--- src/rtl/dmem_access_ctrl_pkg.sv ---
// Shared encodings for the data-memory load/store controller.
package mips_mem_pkg;

    localparam logic [1:0] SZ_BYTE = 2'b00;
    localparam logic [1:0] SZ_HALF = 2'b01;
    localparam logic [1:0] SZ_WORD = 2'b10;
    localparam logic [1:0] SZ_RSVD = 2'b11;

    typedef enum logic [2:0] {
        ST_IDLE   = 3'd0,
        ST_LOAD   = 3'd1,
        ST_STORE  = 3'd2,
        ST_RMW_RD = 3'd3,
        ST_RMW_WR = 3'd4
    } state_t;

    function automatic logic misaligned(input logic [1:0] size, input logic [1:0] ofs);
        return (size == SZ_RSVD) ||
               (size == SZ_HALF && ofs[0]) ||
               (size == SZ_WORD && ofs != 2'b00);
    endfunction

endpackage

--- src/rtl/dmem_access_ctrl_if.sv ---
// Pipeline request/response plus word-wide data memory bus.
interface dmem_access_ctrl_if;
    logic        req_valid;
    logic        req_ready;
    logic        req_we;
    logic [1:0]  req_size;
    logic        req_signed;
    logic [31:0] req_addr;
    logic [31:0] req_wdata;
    logic        rsp_valid;
    logic        rsp_err;
    logic [31:0] rsp_rdata;
    logic        mem_read;
    logic        mem_write;
    logic [31:0] mem_addr;
    logic [31:0] mem_wdata;
    logic [31:0] mem_rdata;

    modport slave (
        input  req_valid, req_we, req_size, req_signed, req_addr, req_wdata, mem_rdata,
        output req_ready, rsp_valid, rsp_err, rsp_rdata, mem_read, mem_write, mem_addr, mem_wdata
    );
    modport master (
        output req_valid, req_we, req_size, req_signed, req_addr, req_wdata, mem_rdata,
        input  req_ready, rsp_valid, rsp_err, rsp_rdata, mem_read, mem_write, mem_addr, mem_wdata
    );
endinterface

--- src/rtl/dmem_lane_align.sv ---
// Little-endian lane extract/extend for loads and byte/half merge for stores.
module dmem_lane_align
    import mips_mem_pkg::*;
(
    input  logic [31:0] i_word,
    input  logic [1:0]  i_ofs,
    input  logic [1:0]  i_size,
    input  logic        i_signed,
    input  logic [15:0] i_wdata,
    output logic [31:0] o_ld_data,
    output logic [31:0] o_st_word
);
    logic [7:0]  w_byte;
    logic [15:0] w_half;

    always_comb begin
        w_byte    = i_word[{i_ofs, 3'b000} +: 8];
        w_half    = i_word[{i_ofs[1], 4'b0000} +: 16];
        o_ld_data = i_word;
        o_st_word = i_word;
        case (i_size)
            SZ_BYTE: begin
                o_ld_data = {{24{i_signed & w_byte[7]}}, w_byte};
                o_st_word[{i_ofs, 3'b000} +: 8] = i_wdata[7:0];
            end
            SZ_HALF: begin
                o_ld_data = {{16{i_signed & w_half[15]}}, w_half};
                o_st_word[{i_ofs[1], 4'b0000} +: 16] = i_wdata;
            end
            default: ;
        endcase
    end
endmodule

--- src/rtl/dmem_access_ctrl.sv ---
// MEM-stage load/store controller: alignment checks, lane extract, sub-word RMW.
module dmem_access_ctrl
    import mips_mem_pkg::*;
#(
    parameter int MEM_ADDR_W = 12
) (
    input  logic               clk,
    input  logic               rst_n,
    dmem_access_ctrl_if.slave  bus
);
    state_t      r_state, w_state_nxt;
    logic [31:0] r_addr;
    logic [1:0]  r_size;
    logic        r_signed;
    logic [15:0] r_wdata;
    logic [31:0] r_mem_wdata;
    logic        r_rsp_valid, r_rsp_err;
    logic [31:0] r_rsp_rdata;

    logic        w_accept, w_err;
    logic        w_rsp_valid_nxt, w_rsp_err_nxt;
    logic [31:0] w_rsp_rdata_nxt;
    logic [31:0] w_ld_data, w_st_word;

    assign w_accept = bus.req_valid && (r_state == ST_IDLE);
    assign w_err    = misaligned(bus.req_size, bus.req_addr[1:0]) ||
                      (|bus.req_addr[31:MEM_ADDR_W]);

    dmem_lane_align u_align (
        .i_word    (bus.mem_rdata),
        .i_ofs     (r_addr[1:0]),
        .i_size    (r_size),
        .i_signed  (r_signed),
        .i_wdata   (r_wdata),
        .o_ld_data (w_ld_data),
        .o_st_word (w_st_word)
    );

    always_comb begin
        w_state_nxt     = r_state;
        w_rsp_valid_nxt = 1'b0;
        w_rsp_err_nxt   = 1'b0;
        w_rsp_rdata_nxt = '0;
        case (r_state)
            ST_IDLE: begin
                if (w_accept) begin
                    if (w_err) begin
                        w_rsp_valid_nxt = 1'b1;
                        w_rsp_err_nxt   = 1'b1;
                    end else if (!bus.req_we) begin
                        w_state_nxt = ST_LOAD;
                    end else if (bus.req_size == SZ_WORD) begin
                        w_state_nxt = ST_STORE;
                    end else begin
                        w_state_nxt = ST_RMW_RD;
                    end
                end
            end
            ST_LOAD: begin
                w_rsp_valid_nxt = 1'b1;
                w_rsp_rdata_nxt = w_ld_data;
                w_state_nxt     = ST_IDLE;
            end
            ST_RMW_RD: w_state_nxt = ST_RMW_WR;
            ST_STORE, ST_RMW_WR: begin
                w_rsp_valid_nxt = 1'b1;
                w_state_nxt     = ST_IDLE;
            end
            default: w_state_nxt = ST_IDLE;
        endcase
    end

    always_ff @(posedge clk or negedge rst_n) begin
        if (!rst_n) begin
            r_state     <= ST_IDLE;
            r_addr      <= '0;
            r_size      <= SZ_BYTE;
            r_signed    <= 1'b0;
            r_wdata     <= '0;
            r_mem_wdata <= '0;
            r_rsp_valid <= 1'b0;
            r_rsp_err   <= 1'b0;
            r_rsp_rdata <= '0;
        end else begin
            r_state     <= w_state_nxt;
            r_rsp_valid <= w_rsp_valid_nxt;
            r_rsp_err   <= w_rsp_err_nxt;
            r_rsp_rdata <= w_rsp_rdata_nxt;
            if (w_accept) begin
                r_addr   <= bus.req_addr;
                r_size   <= bus.req_size;
                r_signed <= bus.req_signed;
                r_wdata  <= bus.req_wdata[15:0];
                if (bus.req_we)
                    r_mem_wdata <= bus.req_wdata;
            end
            // Merged word is captured while the old word is on mem_rdata.
            if (r_state == ST_RMW_RD)
                r_mem_wdata <= w_st_word;
        end
    end

    assign bus.req_ready = (r_state == ST_IDLE);
    assign bus.rsp_valid = r_rsp_valid;
    assign bus.rsp_err   = r_rsp_err;
    assign bus.rsp_rdata = r_rsp_rdata;
    assign bus.mem_read  = (r_state == ST_LOAD) || (r_state == ST_RMW_RD);
    assign bus.mem_write = (r_state == ST_STORE) || (r_state == ST_RMW_WR);
    assign bus.mem_addr  = {r_addr[31:2], 2'b00};
    assign bus.mem_wdata = r_mem_wdata;
endmodule
--- src/flat_wrapper.sv ---
// flat-port wrapper written by rule: the top's interface ports become plain ports
module dmem_access_ctrl_flat import mips_mem_pkg::*;
#(
    parameter int MEM_ADDR_W = 12
)
  (clk, rst_n, bus_req_valid, bus_req_we, bus_req_size, bus_req_signed, bus_req_addr, bus_req_wdata, bus_mem_rdata, bus_req_ready, bus_rsp_valid, bus_rsp_err, bus_rsp_rdata, bus_mem_read, bus_mem_write, bus_mem_addr, bus_mem_wdata);
  dmem_access_ctrl_if bus_i ();
  input  logic clk;
  input  logic rst_n;
  input wire logic [$bits(bus_i.req_valid)-1:0] bus_req_valid;
  input wire logic [$bits(bus_i.req_we)-1:0] bus_req_we;
  input wire logic [$bits(bus_i.req_size)-1:0] bus_req_size;
  input wire logic [$bits(bus_i.req_signed)-1:0] bus_req_signed;
  input wire logic [$bits(bus_i.req_addr)-1:0] bus_req_addr;
  input wire logic [$bits(bus_i.req_wdata)-1:0] bus_req_wdata;
  input wire logic [$bits(bus_i.mem_rdata)-1:0] bus_mem_rdata;
  output wire logic [$bits(bus_i.req_ready)-1:0] bus_req_ready;
  output wire logic [$bits(bus_i.rsp_valid)-1:0] bus_rsp_valid;
  output wire logic [$bits(bus_i.rsp_err)-1:0] bus_rsp_err;
  output wire logic [$bits(bus_i.rsp_rdata)-1:0] bus_rsp_rdata;
  output wire logic [$bits(bus_i.mem_read)-1:0] bus_mem_read;
  output wire logic [$bits(bus_i.mem_write)-1:0] bus_mem_write;
  output wire logic [$bits(bus_i.mem_addr)-1:0] bus_mem_addr;
  output wire logic [$bits(bus_i.mem_wdata)-1:0] bus_mem_wdata;
  assign bus_i.req_valid = bus_req_valid;
  assign bus_i.req_we = bus_req_we;
  assign bus_i.req_size = bus_req_size;
  assign bus_i.req_signed = bus_req_signed;
  assign bus_i.req_addr = bus_req_addr;
  assign bus_i.req_wdata = bus_req_wdata;
  assign bus_i.mem_rdata = bus_mem_rdata;
  assign bus_req_ready = bus_i.req_ready;
  assign bus_rsp_valid = bus_i.rsp_valid;
  assign bus_rsp_err = bus_i.rsp_err;
  assign bus_rsp_rdata = bus_i.rsp_rdata;
  assign bus_mem_read = bus_i.mem_read;
  assign bus_mem_write = bus_i.mem_write;
  assign bus_mem_addr = bus_i.mem_addr;
  assign bus_mem_wdata = bus_i.mem_wdata;
  dmem_access_ctrl #(.MEM_ADDR_W(MEM_ADDR_W)) u_core (.clk(clk), .rst_n(rst_n), .bus(bus_i));
endmodule
--- config.mk ---
export PLATFORM = sky130hd
export DESIGN_NAME = dmem_access_ctrl_flat
export DESIGN_NICKNAME = d
export VERILOG_FILES = /design/src/rtl/dmem_access_ctrl_pkg.sv /design/src/rtl/dmem_access_ctrl_if.sv /design/src/rtl/dmem_lane_align.sv /design/src/rtl/dmem_access_ctrl.sv /design/src/flat_wrapper.sv
export SDC_FILE = /design/constraint.sdc
export NUM_CORES = 1
export LEC_CHECK = 0
export BUFFER_PORTS_ARGS = -buffer_cell sky130_fd_sc_hd__buf_2
export CORE_ASPECT_RATIO = 1.1
export CORE_MARGIN = 4
export CORE_UTILIZATION = 47
export DETAILED_ROUTE_END_ITERATION = 10
export PLACE_DENSITY_LB_ADDON = 0.2
export SLEW_MARGIN = 20
export SYNTH_ARGS = -nofsm -noshare
export SYNTH_HDL_FRONTEND = slang
export SYNTH_SLANG_ARGS = --single-unit
--- constraint.sdc ---
create_clock -name clk -period 2.2 [get_ports clk]
set_input_delay 0.44 -clock clk [delete_from_list [all_inputs] [get_ports clk]]
set_output_delay 0.44 -clock clk [all_outputs]
set_load 0.01 [all_outputs]
==> results of run 1 <==
-- Yosys cell counts, drive strengths merged (2+ instances only) --
master / n
mux2i: 6
clkbuf: 27
a21oi: 31
a221o: 15
mux4: 8
nand2: 213
o221ai: 2
and4: 2
clkinv: 2
or3b: 6
a311o: 4
a31o: 3
o2bb2ai: 6
nor3b: 2
nor2b: 5
and3: 8
buf: 56
o21ai: 63
a22o: 2
inv: 17
nor2: 17
o21a: 6
mux2: 5
a2111oi: 5
o22a: 7
o22ai: 8
nor3: 6
a21o: 8
a211oi: 3
nor4: 5
nand3: 9
dfrtp: 120
nand2b: 2
ha: 5
a221oi: 21
a222oi: 2
nor4b: 2
a31oi: 3
-- what timing repair did --
item | in CTS | in global routing
gates resized for setup | 0 | 2
setup endpoints to repair | 0 | 4
hold buffers | 1 | 0
setup buffers | 0 | 0
hold endpoints to repair | 31 | 0
-- power groups by stage --
stage	registers [mW]	logic, mW	clock network [mW]
2_1_floorplan	2.53	0.598	0
3_3_place_gp	2.53	1.05	0
3_5_place_dp	2.53	1.07	0
4_1_cts	2.50	1.07	3.16
5_1_grt	2.52	1.18	3.25
6_report	2.50	1.07	3.12
-- registers in the layout, indices dropped and copies added, names as in the netlist --
name	cells
u_core.r_signed	1
u_core.r_wdata	16
u_core.r_addr	32
u_core.r_size	2
u_core.bus.rsp_err	1
u_core.bus.rsp_valid	1
u_core.r_state	3
u_core.bus.rsp_rdata	32
u_core.bus.mem_wdata	32
-- worst min-delay path, delay by kind of cell --
family	cells	cell delay (ns)
and+or+nand+nor	2	0.08
buffers and inverters	1	0.07
-- worst paths after layout --
kind                                  start                        to  slack [ns]  cells after the start
setup reg to reg           u_core.r_size[0]   u_core.bus.mem_wdata[7]        0.13                      6
max in group asynchronous             rst_n          u_core.r_addr[1]        1.03                      3
setup / recovery           u_core.r_size[0]   u_core.bus.mem_wdata[7]        0.13                      6
min in group asynchronous             rst_n  u_core.bus.rsp_rdata[29]        0.52                      2
hold reg to reg            u_core.r_addr[6]          u_core.r_addr[6]        0.47                      2
hold / removal              bus_req_addr[5]          u_core.r_addr[5]        0.21                      3
-- final cells by class --
cell class | instances | share of cell area [%]
Inverter | 19 | 0.8746
Tap cell | 184 | 2.823
Clock buffer | 23 | 6.107
Clock inverter | 7 | 2.010
Sequential cell | 120 | 36.84
Multi-Input combinational cell | 498 | 35.57
Timing Repair Buffer | 231 | 15.77
-- through the flow --
stage	setup slack, ns	cells	util [%]	hold WS, ns
6_report	0.1257	1082	61.20	0.2104
5_1_grt	0.05494	1082	61.20	0.2041
4_1_cts	0.08739	1082	61.16	0.2050
3_5_place_dp	0.1079	1051	56.11	0.4134
3_3_place_gp	0.1610	1051	56.11	0.4034
2_1_floorplan	0.03794	720	-	0.1444
-- logic make-up (layout without fill, tap and decap cells) --
family | count (synthesis) | in the layout | synth area share [%]
AOI/OAI and AO/OA | 190 | 190 | 20.07
xor gates and xnor gates | 1 | 1 | 0.1362
adders and majority gates | 5 | 5 | 0.9724
buffers and inverters | 102 | 280 | 8.518
DFF | 120 | 120 | 46.67
muxes | 19 | 19 | 4.609
other | 1 | 2 | 0.05829
and+or+nand+nor | 281 | 281 | 18.96
-- metal layers --
metal,wire (µm),track usage (%),up-vias
met2,10250,45.45,261
li1,-,-,2830
met5,0,0,-
met1,9018,35.70,3007
met4,333,8.019,0
met3,1558,6.113,30
==> out/summary.txt, run 1 <==
Status - finished, final reports clean
Slew HR - 50.19%
Pin count of the biggest net entering global routing - 44
Worst-path maximum fanout - 33
Worst path cell trace - buf_12, buf_4, inv_1, nand2_1, o21a_1, o21ai_0
Data arrival, critical path - 2.41 ns
Clock slew at reported path FFs - 0.06 ns
Post-synth top area cell - dfrtp_1
Die Wd - 119.6 µm
CTS root buf - clkbuf_16
Number of global-route vias before repair - 5,911
WP buf/inv - 3
Fin crit share - 94.29%
Drt wl/cell - 19.55 µm
Cts bufs inserted - 17
Grt ovf - 0
Syn Inst Count - 719
Max Cap Viol - 0
Cell-internal power - 4.956 mW
Setup_tns - 0 ns
GP Congestion - 0.9736
Initial antenna violation count - 0
Post-synth EDFFs - 0
Async SR Flop Fraction - 100.0%
Top cell type's share of synthesized area - 46.67%
Synth area leaders - dfrtp_1 47%, nand2_1 12%, o21ai_0 4.5%
Core area - 13,320 µm²
DRC viols - 0
Synth Flop Type - dfrtp_1
Slowest stage delay, CP - 0.42 ns
Vias post-DR - 6,128
Min Tclk post-route - 2.074 ns
Fillcell total - 1,204
WP data required - 2.53 ns
Sink Count - 120
Sw power - 1.743 mW
Pwr per Cell Area - 821.6 nW/µm²
Clock Latency Late Sink - 0.42 ns
Iteration-0 DRC Markers - 491
CP max-delay cell - dfrtp_1
Sw Ratio - 26.02%
Setup violations, final - 0
Share of layout cells above drive strength 1 - 32.07%
Comb pwr share - 16.0%
Crit start category - flip-flop
CTS max path bufs - 2
Most common cell after layout, fill and taps aside - nand2_1
Synthesized cell area - 6434 µm²
First-pass DRT Iterations - 5
Final Total Pwr - 6.699 mW
Unrepaired setup endpoints after global routing - false
Placed cell areas - 7476 µm²
Initial Util - 48.29%
Final #Nets - 995
Port Buffers - 201
DRT Wirelength - 21,160 µm
Area of the multi-input gates - 2900 µm²
Clk_skew - 0.008970 ns
Pins Over Slew Limit - 0
Clk network pwr share - 46.6%
FF+latch count, synth - 120
Die Ht - 130.7 µm
Ys Warns - 0
Hold Path Class - in -> reg
H-Tree Depth - 4
DP HPWL - 15,800 µm
Leak Pwr - 4.222 nW
Overall Global Routing Usage - 27.11%
Seq pwr share - 37.3%
Slew @ Worst Pin - 0.7393 ns
Syn avg cell area - 8.948 µm²
Worst Setup Path Type - reg -> reg
CP delay by family, top - buffers and inverters
Post-synth cell types - 54
Avg Vias per Cell - 5.664
First-pass GRT wire length - 32,780 µm
FF/Latch Area - 3004 µm²
Final Hold Viols - 0
Site row count - 44
Die area - 15,630 µm²
Maximum clock frequency - 482.1 MHz
DRT antenna net count - 0
Diodes inserted - 0
CP endpoint kind - flip-flop
Register area share after synthesis - 46.67%
Top-level port count - 204
Most frequent cells in the layout - 213 x nand2_1, 200 x buf_2, 119 x dfrtp_1
Post-Layout Inst Area - 8154 µm²
Worst vdd ir - 0.5907 mV
CTS tree - built
Layout area overhead - 26.74%
(Power assumes the default switching activity.)
==> run 2, diff against run 1 <==
Settings changed: CORE_UTILIZATION 47 to 48, GPL_TIMING_DRIVEN set to 0, HOLD_SLACK_MARGIN set to 0.12, SYNTH_HIERARCHICAL set to 1.
==> out/summary.txt, run 2 <==
Status - finished, final reports clean (unchanged)
R2R cell count - 10 (was 6)
Die area - 16,470 µm² (was 15,630 µm²)
Hold_sp - bus_req_addr[7] (was bus_req_addr[5])
Overall Global Routing Usage - 27.99% (was 27.11%)
Maximum clock frequency - 467.0 MHz (was 482.1 MHz)
R2r setup slk - 0.06 ns (was 0.13 ns)
Grt ovf - 0 (unchanged)
Pin count of the biggest net entering global routing - 81 (was 44)
Hold Path Class - in -> reg (unchanged)
GP Congestion - 1.003 (was 0.9736)
FF+latch count, synth - 120 (unchanged)
Diodes inserted - 0 (unchanged)
Synth Flop Type - dfrtp_1 (unchanged)
Most frequent cells in the layout - 222 x buf_2, 218 x nand2_1, 118 x dfrtp_1 (was 213 x nand2_1, 200 x buf_2, 119 x dfrtp_1)
Cell-internal power - 4.923 mW (was 4.956 mW)
Share of layout cells above drive strength 1 - 32.75% (was 32.07%)
Sink Count - 120 (unchanged)
Met3 usage - 7.845% (was 6.113%)
Clk network pwr share - 42.9% (was 46.6%)
DRT antenna net count - 0 (unchanged)
Comb pwr share - 20.7% (was 16.0%)
DRC viols - 0 (unchanged)
Leak Pwr - 4.506 nW (was 4.222 nW)
Fillcell total - 1,203 (was 1,204)
Iteration-0 DRC Markers - 693 (was 491)
Initial Util - 49.58% (was 48.29%)
Initial antenna violation count - 1 (was 0)
Hold endpoint - u_core/r_addr[7] (was u_core.r_addr[5])
Synthesized cell area - 6950 µm² (was 6434 µm²)
Avg Vias per Cell - 5.644 (was 5.664)
Async SR Flop Fraction - 100.0% (unchanged)
Cts bufs inserted - 17 (unchanged)
Pins Over Slew Limit - 0 (unchanged)
Syn Inst Count - 779 (was 719)
Post-synth EDFFs - 0 (unchanged)
DP HPWL - 17,370 µm (was 15,800 µm)
Clock Latency Late Sink - 0.42 ns (about the same)
WP data required - 2.48 ns (was 2.53 ns)
Worst Hold Depth - 3 (unchanged)
Clock slew at reported path FFs - 0.06 ns (about the same)
CTS root buf - clkbuf_16 (unchanged)
Slew @ Worst Pin - 0.8808 ns (was 0.7393 ns)
First-pass DRT Iterations - 6 (was 5)
Sw Ratio - 28.35% (was 26.02%)
Vias post-DR - 6,835 (was 6,128)
Ys Warns - 6 (was 0)
Final #Nets - 1,118 (was 995)
Reg2reg end - u_core/bus.mem_wdata[1] (was u_core.bus.mem_wdata[7])
Max Cap Viol - 0 (unchanged)
Min Tclk post-route - 2.141 ns (was 2.074 ns)
Data arrival, critical path - 2.42 ns (was 2.41 ns)
DRT Wirelength - 23,210 µm (was 21,160 µm)
Most Crowded Layer GR - met2 (unchanged)
Worst Setup Path Type - reg -> reg (unchanged)
Top cell type's share of synthesized area - 43.20% (was 46.67%)
Post-synth top area cell - dfrtp_1 (unchanged)
H-Tree Depth - 4 (unchanged)
WHS - 0.2097 ns (was 0.2104 ns)
CTS max path bufs - 2 (unchanged)
Synth area leaders - dfrtp_1 43%, nand2_1 12%, mux2i_1 5.6% (was dfrtp_1 47%, nand2_1 12%, o21ai_0 4.5%)
Worst-path maximum fanout - 7 (was 33)
First-pass GRT wire length - 34,890 µm (was 32,780 µm)
Most common cell after layout, fill and taps aside - buf_2 (was nand2_1)
Register area share after synthesis - 43.20% (was 46.67%)
CP endpoint kind - flip-flop (unchanged)
Min setup slack post-route - 0.05889 ns (was 0.1257 ns)
Setup WS pre-CTS - -0.3472 ns (was 0.1079 ns)
Setup violations, final - 0 (unchanged)
Core area - 14,020 µm² (was 13,320 µm²)
Fin crit share - 97.32% (was 94.29%)
Syn avg cell area - 8.922 µm² (was 8.948 µm²)
Crit start category - flip-flop (unchanged)
Met1 Resource Use GR - 36.61% (was 35.70%)
Die Ht - 134.2 µm (was 130.7 µm)
Worst vdd ir - 0.3969 mV (was 0.5907 mV)
Slew HR - 41.15% (was 50.19%)
Met2 Usage GRT - 43.94% (was 45.45%)
Pwr per Cell Area - 764.5 nW/µm² (was 821.6 nW/µm²)
Top-level port count - 204 (unchanged)
Post-synth cell types - 48 (was 54)
Seq pwr share - 36.4% (was 37.3%)
Unrepaired setup endpoints after global routing - false (unchanged)
Count leader, synth - nand2_1 (unchanged)
Final Hold Viols - 0 (unchanged)
Number of global-route vias before repair - 6,416 (was 5,911)
Synth cell count leaders - 218 x nand2_1, 120 x dfrtp_1, 39 x mux2i_1, 36 x buf_4, 36 x o21ai_1 (was 213 x nand2_1, 120 x dfrtp_1, 58 x o21ai_0, 33 x buf_4, 31 x a21oi_1)
Port Buffers - 201 (unchanged)
Sw power - 1.948 mW (was 1.743 mW)
CTS tree - built (unchanged)
Drt wl/cell - 19.17 µm (was 19.55 µm)
Clk_skew - 0.01052 ns (was 0.008970 ns)
Layout area overhead - 29.31% (was 26.74%)
Reg2Reg Launch Point - u_core/r_addr[1] (was u_core.r_size[0])
Die Wd - 122.7 µm (was 119.6 µm)
Site row count - 45 (was 44)
==> run 2: cell types whose count changed after synthesis, sizes merged, moves of 10 or more <==
| cell | delta |
|---|---|
| a221o | +15 |
| a221oi | -21 |
| a31oi | +14 |
| and2 | +33 |
| buf | +13 |
| inv | -12 |
| mux2i | +33 |
| nor2b | +16 |
| o21ai | -16 |
| o221ai | +13 |
| or3b | +10 |
==> run 2: area by class of cell <==
class / count / area, µm² / share of cell area (%)
multi-input cells: 563 / 3396 / 37.78
flip-flops and latches: 120 / 3005 / 33.44
repair buffers: 211 / 1110 / 12.35
plain buffers: 92 / 590.6 / 6.571
clock buffers: 20 / 456.7 / 5.081
well taps: 188 / 235.2 / 2.617
clock inverters: 12 / 172.7 / 1.921
inverters: 5 / 21.27 / 0.2367
==> run 2: how the worst max path moves through the flow <==
stage / from / depth (start not counted) / to
2_1_floorplan: u_core/r_addr[1] / 10 / u_core/bus.mem_wdata[10]
3_3_place_gp: rst_n / 1 / u_core/bus.mem_wdata[11]
3_5_place_dp: u_core/r_addr[1] / 10 / u_core/bus.mem_wdata[14]
4_1_cts: u_core/r_addr[1] / 10 / u_core/bus.mem_wdata[1]
5_1_grt: u_core/r_addr[1] / 10 / u_core/bus.mem_wdata[1]
6_report: u_core/r_addr[1] / 10 / u_core/bus.mem_wdata[1]
==> run 2: cell families (layout without fill, tap and decap cells) <==
family,after synthesis,in the layout,synth area share (%)
AND/OR/NAND/NOR,343,343,23.87
AO/OA/AOI/OAI,171,171,17.26
flip-flops,120,120,43.20
buffers and inverters,97,340,8.641
multiplexers,41,41,5.941
adder cells (fa/ha/maj),5,5,0.9001
other,1,2,0.05395
XOR/XNOR,1,1,0.1260
==> run 2: power groups by stage <==
stage | sequential [mW] | clock (mW) | combinational (mW)
CTS | 2.50 | 3.00 | 1.37
global placement | 2.53 | 0 | 1.32
floorplan | 2.53 | 0 | 0.777
global route | 2.52 | 3.09 | 1.54
detailed placement | 2.54 | 0 | 1.34
finish | 2.50 | 2.95 | 1.42
==> run 2: metal layers <==
layer | vias to the layer above | share of wire, %
li1 | 3167 | -
met1 | 3184 | 40
met2 | 428 | 46
met3 | 54 | 11
met4 | 2 | 3.0
met5 | - | 0.030
==> run 2: repair_timing <==
| item | CTS | global route |
|---|---|---|
| gates resized for setup | 7 | 10 |
| buffers inserted | 3 | 5 |
| setup endpoints to repair | 32 | 30 |
| hold endpoints to repair | 40 | 0 |
| pin swaps | 0 | 3 |
| hold buffers | 1 | 0 |
==> run 2: through the flow <==
stage | total power, mW | area (µm²) | utilization (%) | TNS, ns | cells
6_report | 6.871 | 8987 | 64.11 | 0 | 1211
5_1_grt | 7.149 | 8987 | 64.11 | 0 | 1211
4_1_cts | 6.873 | 8917 | 63.61 | 0 | 1206
3_5_place_dp | 3.881 | 8229 | 58.70 | -7.917 | 1170
3_3_place_gp | 3.859 | 8195 | 58.46 | -104.28 | 1169
2_1_floorplan | 3.311 | 6954 | - | 0 | 780
==> run 2: worst max-delay path, stage by stage (launching register included) <==
cell and delay (ns):
dfrtp_2 0.41, buf_6 0.14, inv_4 0.04, buf_6 0.12
ha_4 0.28, nor3b_2 0.05, and4_1 0.20, clkbuf_4 0.17
a221o_1 0.33, mux2i_1 0.16, o21ai_0 0.11
==> run 3, diff against run 2 <==
Settings changed: CELL_PAD_IN_SITES_DETAIL_PLACEMENT set to 1, CELL_PAD_IN_SITES_GLOBAL_PLACEMENT set to 1, CORE_UTILIZATION 48 to 42.
Clock period 2.2 ns to 2.65 ns, I/O delays scaled along.
==> out/summary.txt, run 3 (synthesis gave the netlist of run 2 again) <==
Unrepaired setup endpoints after global routing - false (unchanged)
Leak Pwr - 4.448 nW (was 4.506 nW)
Port Buffers - 201 (unchanged)
Clock slew at reported path FFs - 0.06 ns (about the same)
Most common cell after layout, fill and taps aside - buf_2 (unchanged)
Setup violations, final - 0 (unchanged)
Vias post-DR - 6,939 (was 6,835)
WP buf/inv - 4 (unchanged)
Avg Vias per Cell - 5.688 (was 5.644)
Placed cell areas - 8249 µm² (was 8229 µm²)
CP dominant cell by count - buf_6 (unchanged)
First-pass DRT Iterations - 5 (was 6)
DRC viols - 0 (unchanged)
DRT antenna net count - 0 (unchanged)
Data arrival, critical path - 2.89 ns (was 2.42 ns)
Post-Layout Inst Area - 8896 µm² (was 8987 µm²)
CP delay by family, top - simple AND/OR/NAND/NOR gates (was buffers and inverters)
Final Hold Viols - 0 (unchanged)
Final #Nets - 1,110 (was 1,118)
GP Congestion - 0.9127 (was 1.003)
CTS tree - built (unchanged)
Layout area overhead - 27.99% (was 29.31%)
Slowest stage delay, CP - 0.47 ns (was 0.41 ns)
DRT Wirelength - 26,030 µm (was 23,210 µm)
Overall Global Routing Usage - 27.77% (was 27.99%)
Iteration-0 DRC Markers - 703 (was 693)
Max Cap Viol - 0 (unchanged)
Worst-path maximum fanout - 12 (was 7)
Slew @ Worst Pin - 0.7392 ns (was 0.8808 ns)
First-pass GRT wire length - 39,460 µm (was 34,890 µm)
Top-level port count - 204 (unchanged)
Die area - 18,670 µm² (was 16,470 µm²)
Pwr per Cell Area - 640.3 nW/µm² (was 764.5 nW/µm²)
Min setup slack post-route - 0.09632 ns (was 0.05889 ns)
CP endpoint kind - flip-flop (unchanged)
Share of layout cells above drive strength 1 - 31.63% (was 32.75%)
Hold Path Class - in -> reg (unchanged)
Core area - 16,310 µm² (was 14,020 µm²)
WHS - 0.2973 ns (was 0.2097 ns)
Fin crit share - 96.37% (was 97.32%)
Cts bufs inserted - 17 (unchanged)
Grt ovf - 0 (unchanged)
H-Tree Depth - 4 (unchanged)
Die Wd - 130.7 µm (was 122.7 µm)
CTS root buf - clkbuf_16 (unchanged)
Maximum clock frequency - 391.6 MHz (was 467.0 MHz)
Initial antenna violation count - 2 (was 1)
Clock Latency Late Sink - 0.42 ns (about the same)
Worst vdd ir - 0.4174 mV (was 0.3969 mV)
Setup_tns - 0 ns (unchanged)
Crit start category - flip-flop (unchanged)
CP max-delay cell - dfrtp_2 (unchanged)
Fillcell total - 1,983 (was 1,203)
DP HPWL - 19,620 µm (was 17,370 µm)
Sink Count - 120 (unchanged)
Worst Setup Path Type - reg -> reg (unchanged)
Number of global-route vias before repair - 7,135 (was 6,416)
Drt wl/cell - 21.34 µm (was 19.17 µm)
Setup WS pre-CTS - 0.004588 ns (was -0.3472 ns)
CTS max path bufs - 2 (unchanged)
Pin count of the biggest net entering global routing - 67 (was 81)
WP data required - 2.99 ns (was 2.48 ns)
Die Ht - 142.9 µm (was 134.2 µm)
Slew HR - 50.39% (was 41.15%)
Status - finished, final reports clean (unchanged)
Pins Over Slew Limit - 0 (unchanged)
Clk_skew - 0.008268 ns (was 0.01052 ns)
Final core utilization - 54.55% (was 64.11%)
Min Tclk post-route - 2.554 ns (was 2.141 ns)
Initial Util - 42.62% (was 49.58%)
Worst path cell trace - buf_6, inv_1, clkbuf_4, ha_2, nor4_1, and4_1, buf_6, a221o_1, mux2i_1, o21ai_1 (was buf_6, inv_4, buf_6, ha_4, nor3b_2, and4_1, clkbuf_4, a221o_1, mux2i_1, o21ai_0)
Most frequent cells in the layout - 223 x buf_2, 218 x nand2_1, 119 x dfrtp_1 (was 222 x buf_2, 218 x nand2_1, 118 x dfrtp_1)
Site row count - 49 (was 45)
run 3: changes by cell type in the layout (fill, tap and decap cells not counted), sizes merged:
cell	change
clkbuf	-1
buf	-8
inv	+2
diode	+1
clkinv	-3
clkinvlp	+3
bufinv	-1
run 3: worst paths after layout:
check	from	end	slack, ns	depth (start not counted)
max	u_core/r_addr[1]	u_core/bus.mem_wdata[17]	0.1	10
min in group asynchronous	rst_n	u_core/r_addr[26]	0.65	2
min reg2reg	u_core/r_addr[12]	u_core/r_addr[12]	0.48	2
max in group asynchronous	rst_n	u_core/r_addr[1]	1.27	3
max reg2reg	u_core/r_addr[1]	u_core/bus.mem_wdata[17]	0.1	10
min	bus_req_addr[4]	u_core/r_addr[4]	0.30	3
run 3: what timing repair did:
item                       CTS  global route
hold buffers                 1             0
hold endpoints to repair    54             0
setup buffers                0             0
setup endpoints to repair    0            32
gates resized for setup      0             5
run 3: per-layer routing:
metal  vias to the layer above  track usage [%]  routed length (µm)
met4                         2            11.42                 995
li1                       3139                -                   -
met1                      3382            34.56               10370
met3                        76            5.649                1784
met2                       340            46.90               12870
met5                         -                0                   7
run 3: cell type report:
class / count / area [µm²] / share of cell area [%]
clock inverter: 13 / 167.7 / 1.885
clock buffer: 19 / 452.9 / 5.091
multi-input combinational: 563 / 3361 / 37.78
inverter: 5 / 18.77 / 0.2110
timing repair buffer: 203 / 1050 / 11.80
antenna: 1 / 2.502 / 0.02813
buffer: 92 / 584.3 / 6.568
sequential: 120 / 3004 / 33.77
tap: 204 / 255.2 / 2.869
run 3: power by group:
| part | internal (mW) | switching (mW) |
|---|---|---|
| logic | 0.482 | 0.703 |
| registers | 1.96 | 0.109 |
| clock network | 1.54 | 0.901 |
| total | 3.98 | 1.71 |
run 3: metrics by stage:
stage | cells | total power, mW
after floorplan | 780 | 2.748
after global placement | 1185 | 3.229
after detailed placement | 1186 | 3.265
after CTS | 1219 | 5.723
after global routing | 1220 | 5.948
final | 1220 | 5.696
run 3: worst reg2reg max path, stage by stage, from the launching register on:
cell and delay [ns]:
dfrtp_2 0.47, buf_6 0.18, inv_1 0.07, clkbuf_4 0.21
ha_2 0.24, nor4_1 0.40, and4_1 0.26, buf_6 0.14
a221o_1 0.22, mux2i_1 0.12, o21ai_1 0.17
